--- src/rtl/router_pkg.sv ---
// Shared definitions for the 1x3 router sequencing controller:
// state encodings, address field width and port count.
package router_pkg;

    localparam int ADDR_W    = 2;
    localparam int STATE_W   = 3;
    localparam int NUM_PORTS = 3;

    localparam logic [ADDR_W-1:0] ADDR_INVALID = 2'b11;

    typedef enum logic [STATE_W-1:0] {
        DECODE_ADDRESS     = 3'd0,
        LOAD_FIRST_DATA    = 3'd1,
        LOAD_DATA          = 3'd2,
        LOAD_PARITY        = 3'd3,
        FIFO_FULL_STATE    = 3'd4,
        LOAD_AFTER_FULL    = 3'd5,
        CHECK_PARITY_ERROR = 3'd6,
        WAIT_TILL_EMPTY    = 3'd7
    } state_e;

endpackage

--- src/rtl/router_fsm.sv ---
// Router sequencing FSM: one packet in flight (header, payload, parity),
// Moore strobes for the input register, port synchronizer and destination FIFOs.
//
// state              | meaning
// -------------------+------------------------------------------------------
// DECODE_ADDRESS     | idle, waiting for a header with a valid destination
// LOAD_FIRST_DATA    | header byte written, one cycle
// LOAD_DATA          | payload bytes streaming into the FIFO
// LOAD_PARITY        | parity byte written
// FIFO_FULL_STATE    | destination FIFO full, input stalled
// LOAD_AFTER_FULL    | flush the byte held while the FIFO was full
// CHECK_PARITY_ERROR | parity compare cycle
// WAIT_TILL_EMPTY    | destination FIFO still draining a previous packet
module router_fsm
    import router_pkg::*;
(
    input  logic              clock,
    input  logic              resetn,
    input  logic              pkt_valid,
    input  logic [ADDR_W-1:0] data_in,
    input  logic              fifo_full,
    input  logic              fifo_empty_0,
    input  logic              fifo_empty_1,
    input  logic              fifo_empty_2,
    input  logic              soft_reset_0,
    input  logic              soft_reset_1,
    input  logic              soft_reset_2,
    input  logic              parity_done,
    input  logic              low_packet_valid,
    output logic              detect_add,
    output logic              lfd_state,
    output logic              ld_state,
    output logic              laf_state,
    output logic              full_state,
    output logic              rst_int_reg,
    output logic              write_enb_reg,
    output logic              busy
);

    state_e            state_q, state_d;
    logic [ADDR_W-1:0] addr_q, addr_d;

    logic hdr_empty;
    logic sel_empty;
    logic sel_soft_reset;

    always_comb begin
        hdr_empty = 1'b0;
        case (data_in)
            2'd0:    hdr_empty = fifo_empty_0;
            2'd1:    hdr_empty = fifo_empty_1;
            2'd2:    hdr_empty = fifo_empty_2;
            default: hdr_empty = 1'b0;
        endcase
    end

    // Latched destination steers both the empty flag and the soft reset watched mid-packet.
    always_comb begin
        sel_empty      = 1'b0;
        sel_soft_reset = 1'b0;
        case (addr_q)
            2'd0: begin
                sel_empty      = fifo_empty_0;
                sel_soft_reset = soft_reset_0;
            end
            2'd1: begin
                sel_empty      = fifo_empty_1;
                sel_soft_reset = soft_reset_1;
            end
            2'd2: begin
                sel_empty      = fifo_empty_2;
                sel_soft_reset = soft_reset_2;
            end
            default: begin
                sel_empty      = 1'b0;
                sel_soft_reset = 1'b0;
            end
        endcase
    end

    always_comb begin
        state_d = state_q;
        addr_d  = addr_q;

        if (state_q == DECODE_ADDRESS && pkt_valid) begin
            addr_d = data_in;
        end

        if (state_q != DECODE_ADDRESS && sel_soft_reset) begin
            state_d = DECODE_ADDRESS;
        end else begin
            case (state_q)
                DECODE_ADDRESS: begin
                    if (pkt_valid && data_in != ADDR_INVALID) begin
                        state_d = hdr_empty ? LOAD_FIRST_DATA : WAIT_TILL_EMPTY;
                    end
                end
                LOAD_FIRST_DATA: state_d = LOAD_DATA;
                LOAD_DATA: begin
                    if (fifo_full)       state_d = FIFO_FULL_STATE;
                    else if (!pkt_valid) state_d = LOAD_PARITY;
                end
                FIFO_FULL_STATE: begin
                    if (!fifo_full) state_d = LOAD_AFTER_FULL;
                end
                LOAD_AFTER_FULL: begin
                    if (parity_done)           state_d = DECODE_ADDRESS;
                    else if (low_packet_valid) state_d = LOAD_PARITY;
                    else                       state_d = LOAD_DATA;
                end
                LOAD_PARITY: state_d = CHECK_PARITY_ERROR;
                CHECK_PARITY_ERROR: begin
                    state_d = fifo_full ? FIFO_FULL_STATE : DECODE_ADDRESS;
                end
                WAIT_TILL_EMPTY: begin
                    if (sel_empty) state_d = LOAD_FIRST_DATA;
                end
                default: state_d = DECODE_ADDRESS;
            endcase
        end
    end

    always_ff @(posedge clock) begin
        if (!resetn) begin
            state_q <= DECODE_ADDRESS;
            addr_q  <= '0;
        end else begin
            state_q <= state_d;
            addr_q  <= addr_d;
        end
    end

    assign detect_add    = (state_q == DECODE_ADDRESS);
    assign lfd_state     = (state_q == LOAD_FIRST_DATA);
    assign ld_state      = (state_q == LOAD_DATA);
    assign laf_state     = (state_q == LOAD_AFTER_FULL);
    assign full_state    = (state_q == FIFO_FULL_STATE);
    assign rst_int_reg   = (state_q == CHECK_PARITY_ERROR);
    assign write_enb_reg = (state_q == LOAD_DATA) || (state_q == LOAD_PARITY) ||
                           (state_q == LOAD_AFTER_FULL);
    assign busy          = !((state_q == DECODE_ADDRESS) || (state_q == LOAD_DATA));

endmodule

--- config.mk ---
export PLATFORM = sky130hd
export DESIGN_NAME = router_fsm
export DESIGN_NICKNAME = d
export VERILOG_FILES = /design/src/rtl/router_pkg.sv /design/src/rtl/router_fsm.sv
export SDC_FILE = /design/constraint.sdc
export NUM_CORES = 1
export LEC_CHECK = 0
export BUFFER_PORTS_ARGS = -buffer_cell sky130_fd_sc_hd__buf_2
export CORE_AREA = 5 5 42 44
export CTS_BUF_LIST = sky130_fd_sc_hd__clkbuf_8
export CTS_CLUSTER_DIAMETER = 40
export DETAILED_ROUTE_END_ITERATION = 8
export DIE_AREA = 0 0 47 49
export PLACE_DENSITY = 0.62
export REMOVE_ABC_BUFFERS = 1
export SETUP_SLACK_MARGIN = 0.05
export SLEW_MARGIN = 20
export SYNTH_ARGS = -nofsm -noshare
export SYNTH_HDL_FRONTEND = slang
export SYNTH_SLANG_ARGS = --single-unit
--- constraint.sdc ---
create_clock -name clock -period 1.9 [get_ports clock]
set_input_delay 0 -clock clock [delete_from_list [all_inputs] [get_ports clock]]
set_output_delay 0 -clock clock [all_outputs]
set_load 0.02 [all_outputs]
==> results.txt <==
status -> complete, no violations
Largest stage delay, worst path -> 0.61 ns
clock buffer depth -> 2
drt first pass iters -> 4
CP max FO -> 17
Area Growth Syn to Fin -> 32.89%
Reg power frac -> 0.245
Top FF cell, synth -> dfxtp_1
Setup crit start kind -> register
VDD IR-drop max -> 0.7455 mV
Pleak -> 0.2887 nW
antenna violations before repair -> 0
Final setup viols -> 0
maximum capacitance violations -> 0
Reg clk slew, reported paths -> 0.04 ns
PortBufs -> 21
setup TNS -> 0 ns
Hold Path Class -> input pin to register
routability cong. -> 0.8362
Initial Util -> 0.3393
Syn Area/Cell -> 8.059 µm²
switching pwr -> 529.2 µW
nets -> 96
CTS tree -> done
post-CTS setup repair buffer count -> 0
share of the synthesized area in the top cell type -> 0.2105
Crit-path slowest cell -> or4b_4
worst reg2reg setup slack -> 0.35 ns
top cell type by total area after synthesis -> dfxtp_1
FF-to-FF Start -> state_q[1]
R2R depth -> 4
P per Cell Area -> 1717 nW/µm²
switching share of power -> 0.4879
Max-Slew Margin vs Limit -> 0.6818
IO Count -> 22
WL per Instance -> 13.04 µm
filler instances -> 153
routed vias -> 522
skew final -> 0.001414 ns
antenna fix cells -> 0
Unique masters post-synth -> 34
RSZ-0062 raised after global routing -> no
Netlist Area Pre-Place -> 475.5 µm²
count of flip-flops with a built-in enable after synthesis -> 0
worst reg2reg path endpoint -> state_q[1]
CP Cell Sequence -> or4b_4 -> a21oi_2 -> o21ai_2 -> a221oi_2
CTS buffer count -> 3
Routed Wire Length -> 1.265 mm
vias in the first global route -> 479
maximum clock frequency -> 643.4 MHz
gr ovfl total -> 0
DR iter-0 viols -> 7
Worst Setup End Kind -> register
residual DRC count -> 0
clock network power share -> 0.180
CTS Hold Bufs -> 0
area of the multi-input gates -> 346.6 µm²
Final Cycle Share -> 0.8180
H-tree Lvls -> 1
synthesized flop and latch total -> 5
number of warnings issued by yosys -> 0
Int Pwr -> 555.5 µW
top cells by area, synth -> dfxtp_1 21%, a221oi_2 6.3%, nor2b_1 5.3%
PostCTS Resize Cnt -> 0
CTS Root Cell -> clkbuf_8
largest net degree at the start of global routing -> 18
hold path depth -> 2
Final min period -> 1.554 ns
Worst-Margin Slew -> 0.4766 ns
global-route wire length before repair -> 2.056 mm
Die X -> 47 µm
Critical Path RT -> 2.03 ns
power share of the combinational group -> 0.576
cell count after synthesis -> 59
post-synthesis sequential area ratio -> 0.2105
CP arrival -> 1.69 ns
Slew Viols, Final -> 0
Global Route Usage Sum -> 0.1192
post-route ant nets -> 0
FF/Latch Area -> 100.1 µm²
Final HPWL DP -> 992.2 µm
clock sinks -> 5
Core Area -> 1401 µm²
ys async rst share -> 0
Final Hold Viols -> 0
critical path class -> register to register
Hold Path End -> addr_q[1]
hold path startpoint -> resetn
Die Height -> 49 µm
fin util -> 0.4509
post-DR vias/cell -> 5.381
ratio of cells with drive above 1 in the final layout -> 0.3951
die area -> 2303 µm²
Rows -> 14
clk_lat worst skew -> 0.22 ns
## Yosys cell counts (2+ instances only)
cell type	instances
nor2_1	3
nor3_1	2
inv_1	4
nand2_1	3
a21boi_1	2
and2_1	2
a221oi_2	2
dfxtp_1	5
buf_2	2
a21oi_1	4
o21ai_0	2
nand3_1	3
nor2b_1	4
## logic make-up after synthesis
group	Yosys count	share of synthesized area
buf+inv	7	0.06051
simple gates	25	0.3263
mux	3	0.06842
compound gates	19	0.3342
flops	5	0.2105
## per-stage QoR
stage                     power (mW)  setup WS (ns)  hold WS, ns  cell area, µm²  std cells
after floorplan               0.7097         0.3508       0.1464           461.7         56
after global placement        0.8845         0.4065       0.2820           586.8         93
after detailed placement      0.8961         0.3559       0.2860           586.8         93
after CTS                      1.098         0.3391      0.05383           631.9         97
after global routing           1.169         0.1864      0.07027           631.9         97
final                          1.085         0.3458      0.05746           631.9         97
## worst max-delay path, delay by kind of cell, from the launching register on
kind | cells | cell delay, ns
AO/OA/AOI/OAI | 3 | 0.41
flip-flops | 1 | 0.45
AND/OR/NAND/NOR | 1 | 0.61
## metal layers
layer | part of all wire | GRT usage | vias up
met5 | 0 | 0 | -
met4 | 0.011 | 0.05530 | 0
li1 | - | - | 265
met2 | 0.52 | 0.1900 | 16
met3 | 0.058 | 0.03690 | 2
met1 | 0.41 | 0.1391 | 239
## placed cells by master, fill, tap and decap left out, types with 2 or more instances in the layout
cell type	n
nor2b_1	4
o21ai_0	2
nor3_1	2
a21oi_1	4
buf_2	21
nor2_1	3
nand3_1	3
clkbuf_8	3
dfxtp_1	5
a21boi_1	2
nand2_1	3
a221oi_2	2
and2_1	2
inv_1	5
## state kept, by name, summed over array words and instances, names as in the netlist
register,flops
state_q,3
addr_q,2
## layout make-up
class	instances	area share
flip-flops and latches	5	0.1584
clock inverters	1	0.005941
repair buffers	21	0.1663
clock buffers	3	0.06535
well taps	16	0.03168
multi-input cells	47	0.5485
inverters	4	0.02376
## worst max-delay path by stage
stage / from / endpoint / slack [ns] / cells past startpoint
floorplan: state_q[1] / state_q[1] / 0.35 / 4
global placement: state_q[1] / state_q[1] / 0.41 / 4
detailed placement: state_q[1] / state_q[1] / 0.36 / 4
CTS: state_q[1] / state_q[1] / 0.34 / 4
global route: state_q[1] / state_q[1] / 0.19 / 4
finish: state_q[1] / state_q[1] / 0.35 / 4
## power by group through the flow
stage                     Combinational [mW]  Clock [mW]  Sequential [mW]
after global placement                 0.618           0            0.267
after detailed placement               0.628           0            0.268
after floorplan                        0.473           0            0.237
after CTS                              0.631       0.200            0.266
final                                  0.624       0.195            0.265
after global routing                   0.681       0.207            0.281
No activity file was read; power rests on OpenSTA's default activity.
